<file path="src/rtl/sram_mem_arbiter_if.sv">
// sram-like requester bus (req/addr_ok/data_ok) shared by the fetch and data sides of sram_mem_arbiter.
// The master modport is the requester and the slave modport is the arbiter.
interface sram_mem_arbiter_if #(
    parameter int ADDR_W = 32,
    parameter int DATA_W = 32
);
    logic                  req;
    logic                  wr;
    logic [DATA_W/8-1:0]   wstrb;
    logic [ADDR_W-1:0]     addr;
    logic [DATA_W-1:0]     wdata;
    logic                  addr_ok;
    logic                  data_ok;
    logic [DATA_W-1:0]     rdata;

    modport master (
        output req, wr, wstrb, addr, wdata,
        input  addr_ok, data_ok, rdata
    );

    modport slave (
        input  req, wr, wstrb, addr, wdata,
        output addr_ok, data_ok, rdata
    );
endinterface

</file>
<file path="src/rtl/sram_mem_arbiter.sv">
// Shares one single-port SRAM (1-cycle read latency) between the inst and data requesters.
// Default policy is data-first with an inst starvation guard; define ARB_RR_EN for round-robin on conflicts.
module sram_mem_arbiter #(
    parameter int ADDR_W     = 32,
    parameter int DATA_W     = 32,
    parameter int STARVE_MAX = 8
) (
    input  logic                clk,
    input  logic                resetn,
    sram_mem_arbiter_if.slave   inst,
    sram_mem_arbiter_if.slave   data,
    output logic                sram_en,
    output logic [DATA_W/8-1:0] sram_we,
    output logic [ADDR_W-1:0]   sram_addr,
    output logic [DATA_W-1:0]   sram_wdata,
    input  logic [DATA_W-1:0]   sram_rdata
);

    localparam int STRB_W = DATA_W / 8;

    localparam logic [1:0] IDLE   = 2'd0;
    localparam logic [1:0] RESP_I = 2'd1;
    localparam logic [1:0] RESP_D = 2'd2;

    logic [1:0] state;
    logic [1:0] state_next;
    logic       grant_i;
    logic       grant_d;
    logic       inst_first;

`ifdef ARB_RR_EN
    // 0 = inst won the last grant; the side not granted last wins a conflict
    logic last_grant;

    assign inst_first = last_grant;

    always_ff @(posedge clk) begin
        if (!resetn) begin
            last_grant <= 1'b0;
        end else if (grant_i) begin
            last_grant <= 1'b0;
        end else if (grant_d) begin
            last_grant <= 1'b1;
        end
    end
`else
    localparam int CNT_W = (STARVE_MAX > 0) ? $clog2(STARVE_MAX + 1) : 1;
    localparam logic [CNT_W-1:0] CNT_MAX = CNT_W'(STARVE_MAX);

    logic [CNT_W-1:0] starve_cnt;

    assign inst_first = (starve_cnt == CNT_MAX);

    // counts consecutive cycles inst wanted the SRAM but lost to data
    always_ff @(posedge clk) begin
        if (!resetn) begin
            starve_cnt <= '0;
        end else if (!inst.req || grant_i) begin
            starve_cnt <= '0;
        end else if (grant_d && (starve_cnt != CNT_MAX)) begin
            starve_cnt <= starve_cnt + CNT_W'(1);
        end
    end
`endif

    always_comb begin
        grant_i = 1'b0;
        grant_d = 1'b0;
        if (resetn) begin
            if (inst.req && data.req) begin
                grant_i = inst_first;
                grant_d = !inst_first;
            end else begin
                grant_i = inst.req;
                grant_d = data.req;
            end
        end
    end

    assign inst.addr_ok = grant_i;
    assign data.addr_ok = grant_d;

    // only the granted side is steered onto the SRAM, so the idle side's inputs never leak through
    always_comb begin
        sram_en    = 1'b0;
        sram_we    = '0;
        sram_addr  = '0;
        sram_wdata = '0;
        if (grant_i) begin
            sram_en    = 1'b1;
            sram_we    = inst.wr ? inst.wstrb : {STRB_W{1'b0}};
            sram_addr  = inst.addr;
            sram_wdata = inst.wdata;
        end else if (grant_d) begin
            sram_en    = 1'b1;
            sram_we    = data.wr ? data.wstrb : {STRB_W{1'b0}};
            sram_addr  = data.addr;
            sram_wdata = data.wdata;
        end
    end

    always_comb begin
        state_next = IDLE;
        if (grant_i) begin
            state_next = RESP_I;
        end else if (grant_d) begin
            state_next = RESP_D;
        end
    end

    always_ff @(posedge clk) begin
        if (!resetn) begin
            state <= IDLE;
        end else begin
            state <= state_next;
        end
    end

    // responses are masked by resetn so a transaction in flight when reset hits is dropped
    assign inst.data_ok = resetn && (state == RESP_I);
    assign data.data_ok = resetn && (state == RESP_D);
    assign inst.rdata   = inst.data_ok ? sram_rdata : '0;
    assign data.rdata   = data.data_ok ? sram_rdata : '0;

endmodule

</file>
<file path="src/flat_wrapper.sv">
// flat-port wrapper written by rule: the top's interface ports become plain ports
module sram_mem_arbiter_flat 
#(
    parameter int ADDR_W     = 32,
    parameter int DATA_W     = 32,
    parameter int STARVE_MAX = 8
)
  (clk, resetn, sram_en, sram_we, sram_addr, sram_wdata, sram_rdata, inst_req, inst_wr, inst_wstrb, inst_addr, inst_wdata, inst_addr_ok, inst_data_ok, inst_rdata, data_req, data_wr, data_wstrb, data_addr, data_wdata, data_addr_ok, data_data_ok, data_rdata);
  sram_mem_arbiter_if #(.ADDR_W(ADDR_W), .DATA_W(DATA_W)) inst_i ();
  sram_mem_arbiter_if #(.ADDR_W(ADDR_W), .DATA_W(DATA_W)) data_i ();
  input  logic clk;
  input  logic resetn;
  output logic sram_en;
  output logic [DATA_W/8-1:0] sram_we;
  output logic [ADDR_W-1:0] sram_addr;
  output logic [DATA_W-1:0] sram_wdata;
  input  logic [DATA_W-1:0] sram_rdata;
  input wire logic [$bits(inst_i.req)-1:0] inst_req;
  input wire logic [$bits(inst_i.wr)-1:0] inst_wr;
  input wire logic [$bits(inst_i.wstrb)-1:0] inst_wstrb;
  input wire logic [$bits(inst_i.addr)-1:0] inst_addr;
  input wire logic [$bits(inst_i.wdata)-1:0] inst_wdata;
  output wire logic [$bits(inst_i.addr_ok)-1:0] inst_addr_ok;
  output wire logic [$bits(inst_i.data_ok)-1:0] inst_data_ok;
  output wire logic [$bits(inst_i.rdata)-1:0] inst_rdata;
  input wire logic [$bits(data_i.req)-1:0] data_req;
  input wire logic [$bits(data_i.wr)-1:0] data_wr;
  input wire logic [$bits(data_i.wstrb)-1:0] data_wstrb;
  input wire logic [$bits(data_i.addr)-1:0] data_addr;
  input wire logic [$bits(data_i.wdata)-1:0] data_wdata;
  output wire logic [$bits(data_i.addr_ok)-1:0] data_addr_ok;
  output wire logic [$bits(data_i.data_ok)-1:0] data_data_ok;
  output wire logic [$bits(data_i.rdata)-1:0] data_rdata;
  assign inst_i.req = inst_req;
  assign inst_i.wr = inst_wr;
  assign inst_i.wstrb = inst_wstrb;
  assign inst_i.addr = inst_addr;
  assign inst_i.wdata = inst_wdata;
  assign inst_addr_ok = inst_i.addr_ok;
  assign inst_data_ok = inst_i.data_ok;
  assign inst_rdata = inst_i.rdata;
  assign data_i.req = data_req;
  assign data_i.wr = data_wr;
  assign data_i.wstrb = data_wstrb;
  assign data_i.addr = data_addr;
  assign data_i.wdata = data_wdata;
  assign data_addr_ok = data_i.addr_ok;
  assign data_data_ok = data_i.data_ok;
  assign data_rdata = data_i.rdata;
  sram_mem_arbiter #(.ADDR_W(ADDR_W), .DATA_W(DATA_W), .STARVE_MAX(STARVE_MAX)) u_core (.clk(clk), .resetn(resetn), .inst(inst_i), .data(data_i), .sram_en(sram_en), .sram_we(sram_we), .sram_addr(sram_addr), .sram_wdata(sram_wdata), .sram_rdata(sram_rdata));
endmodule
</file>
<file path="config.mk">
export PLATFORM = sky130hd
export DESIGN_NAME = sram_mem_arbiter_flat
export DESIGN_NICKNAME = d
export VERILOG_FILES = /design/src/rtl/sram_mem_arbiter_if.sv /design/src/rtl/sram_mem_arbiter.sv /design/src/flat_wrapper.sv
export SDC_FILE = /design/constraint.sdc
export NUM_CORES = 1
export LEC_CHECK = 0
export CAP_MARGIN = 25
export CORE_AREA = 2 2 119 121
export DETAILED_ROUTE_END_ITERATION = 8
export DIE_AREA = 0 0 121 123
export GPL_TIMING_DRIVEN = 0
export PLACE_DENSITY_LB_ADDON = 0.05
export SYNTH_ARGS = -nofsm -noshare
export SYNTH_HDL_FRONTEND = slang
export SYNTH_SLANG_ARGS = --single-unit
</file>
<file path="constraint.sdc">
create_clock -name clk -period 1.8 [get_ports clk]
set_clock_uncertainty 0.05 [all_clocks]
set_input_delay 0.36 -clock clk [delete_from_list [all_inputs] [get_ports clk]]
set_output_delay 0.36 -clock clk [all_outputs]
set_load 0.01 [all_outputs]
</file>
==> results by group <==
Routing
  • DRC viols: 0
  • Drt pass-1 iters: 4
  • Number of routed nets with antenna violations: 0
  • Final Routed Wirelength: 12.25 mm
  • Vias per cell: 4.066
  • DR iter-0 viols: 44
  • Via count: 2,911
  • Wirelength per Cell: 17.10 µm

GRT
  • Global-route wire length before repair: 16.09 mm
  • Initial antenna violation count: 1
  • Gr ovfl total: 0
  • Vias in the first global route: 2,863
  • Total GRT Usage: 0.1430
  • Largest net degree at the start of global routing: 11

Timing
  • Normalized max-slew margin: 0.8211
  • Worst slew pin tran: 0.2675 ns
  • Max Clock Freq: 0.4551 GHz
  • Fin worst setup slack: -0.3975 ns
  • Setup violators final: 70
  • Final cycle utilization of the critical path: 1.221
  • Fin crit period: 2.197 ns
  • Final Slew Violations: 0
  • RSZ-0062 raised after global routing: true
  • Final hold vios: 0
  • Setup TNS: -22.86 ns

Floorplanning
  • Die height: 123 µm
  • Die span in x: 121 µm
  • I/O pin total: 311
  • DIE AREA: 14,880 µm²
  • Core area: 13,610 µm²
  • Rows: 43
  • Starting density of the core: 0.1039

Setup path
  • Worst Setup End Kind: primary output
  • Crit Path Max Fanout: 5
  • Worst EP arrival: 1.79 ns
  • CP Launch Type: register
  • Critical path required time: 1.39 ns
  • Critical Setup Path Class: register to primary output

Power
  • Static Leak: 2.420 nW
  • Int Power: 1.073 mW
  • Sequential power share: 0.095
  • Sw Pwr: 404.7 µW
  • Power per cell area: 291.1 nW/µm²
  • Max VDD drop: 0.2219 mV
  • Combinational Power Share: 0.659
  • Clk pwr share: 0.246
  • Switching share of power: 0.2739
  • Tot Pwr: 1.477 mW

Min path
  • Tightest Hold Check Type: input pin to register

Clock network
  • Reg clk slew, reported paths: 0.03 ns
  • H-Tree Depth: 1
  • Clk sinks: 6
  • CTS Buf Count: 3
  • Clock root buffer: clkbuf_16
  • CTS max path bufs: 2
  • Worst-skew pair later-pin latency: 0.23 ns
  • Hold-fix buffers at CTS: 0
  • CTS tree: done

Final layout
  • Final non-filler cell total: 716
  • Most frequent cells in the layout: clkdlybuf4s50_1, buf_2, buf_6
  • Share of cells above drive strength 1: 0.4318
  • Commonest non-fill, non-tap cell in the layout: clkdlybuf4s50_1
  • Layout net count: 713
  • Final Util: 0.3728
  • Synth-to-layout area growth: 258.9%

Place
  • Hpwl dp: 10.14 mm
  • Placer congestion estimate: 0.7166
  • IO Port Bufs: 310
  • Placed Instances: 677

Synth
  • Post-Synthesis Cell Area: 1414 µm²
  • Top_reg_cell synth: dfxtp_1
  • Sequential share of the synthesized area: 0.08496
  • Cells after Synth: 187
  • Warning count from the yosys run: 0
  • Yosys reg bits: 6
  • Post-synth ARST share: 0
  • Post-synth EDFFs: 0
  • Synthesized area per cell: 7.561 µm²
  • Synth unique cells: 23
  • Synthesized net count: 363

Run status
  • Violated checks: negative setup slack
  • Outcome: complete, but fails checks

Flow run
  • Max Cap Viol: 0
stage by stage:
step	worst slack, ns	instance area, µm²	hold slack, ns
2_1_floorplan	0.01918	1418	0.3657
3_3_place_gp	-1.193	4746	0.3793
3_5_place_dp	-1.186	4746	0.3970
4_1_cts	-0.4657	4987	0.4451
5_1_grt	-0.4689	5075	0.4806
6_report	-0.3975	5075	0.4420
per-layer routing:
| layer | track usage | up-vias | part of all wire |
|---|---|---|---|
| met3 | 0.04751 | 11 | 0.11 |
| met2 | 0.2904 | 184 | 0.55 |
| met5 | 0 | - | 0 |
| met1 | 0.1366 | 1315 | 0.33 |
| met4 | 0.03488 | 0 | 0.017 |
| li1 | - | 1401 | - |
worst max-delay path, stage by stage, from the launching register on:
cell	delay, ns
dfxtp_2	0.33
inv_2	0.05
ha_4	0.16
and3b_2	0.22
a21oi_4	0.18
buf_6	0.15
buf_12	0.11
buf_16	0.10
a22o_1	0.13
buf_2	0.13
final cells by class:
type,count,area (µm²)
Fill cell,1479,8537
Timing Repair Buffer,349,3169
Multi-Input combinational cell,158,1275
Tap cell,180,225.2
Buffer,16,191.4
Sequential cell,6,125.1
Clock buffer,3,75.07
Inverter,3,11.26
Antenna cell,1,2.502
power by group through the flow:
stage                     Sequential (mW)  Combinational [mW]  Clock [mW]
after detailed placement            0.141               0.920           0
final                               0.140               0.974       0.363
after global placement              0.141               0.919           0
after CTS                           0.140               0.953       0.371
after floorplan                     0.141               0.239           0
after global routing                0.140                1.04       0.380
repair_timing:
action | CTS | global route
gates cloned | 7 | 2
setup buffers | 32 | 6
pin swaps | 49 | 27
endpoints found under the setup margin | 137 | 133
gates resized for setup | 603 | 101
flip-flops by register name, summed over array words and instances (netlist names):
register	cells
u_core.starve_cnt	4
u_core.state	2
cell families after synthesis:
kind of cell / Yosys count / synth area share
and+or+nand+nor: 80 / 0.3460
AOI/OAI and AO/OA: 76 / 0.4673
buffers and inverters: 23 / 0.08407
DFF: 6 / 0.08496
adders and majority gates: 2 / 0.01770
path summary, 6_finish.rpt:
kind / slack, ns / to / cells after the start / start
setup reg to reg: 0.51 / u_core.starve_cnt[3]$_SDFFE_PP0P_ / 6 / u_core.starve_cnt[1]$_SDFFE_PP0P_
hold / removal: 0.44 / u_core.state[1]$_SDFF_PP0_ / 3 / resetn
setup / recovery: -0.40 / sram_wdata[14] / 9 / u_core.starve_cnt[1]$_SDFFE_PP0P_
hold reg to reg: 0.46 / u_core.starve_cnt[2]$_SDFFE_PP0P_ / 2 / u_core.starve_cnt[2]$_SDFFE_PP0P_
synth_stat cells (2+ instances only):
| cell | count | area share |
|---|---|---|
| and2_1 | 65 | 0.29 |
| a22o_1 | 64 | 0.40 |
| buf_2 | 11 | 0.039 |
| clkbuf_1 | 6 | 0.016 |
| dfxtp_1 | 6 | 0.085 |
| a21oi_1 | 4 | 0.014 |
| a32o_1 | 4 | 0.028 |
| nand2_1 | 4 | 0.011 |
| inv_1 | 3 | 0.0080 |
| buf_6 | 2 | 0.016 |
| ha_1 | 2 | 0.018 |
| nand3_1 | 2 | 0.0071 |
| nand3b_1 | 2 | 0.011 |
| nor2_1 | 2 | 0.0053 |
| nor3_1 | 2 | 0.0071 |
No activity file was read; power rests on OpenSTA's default activity.
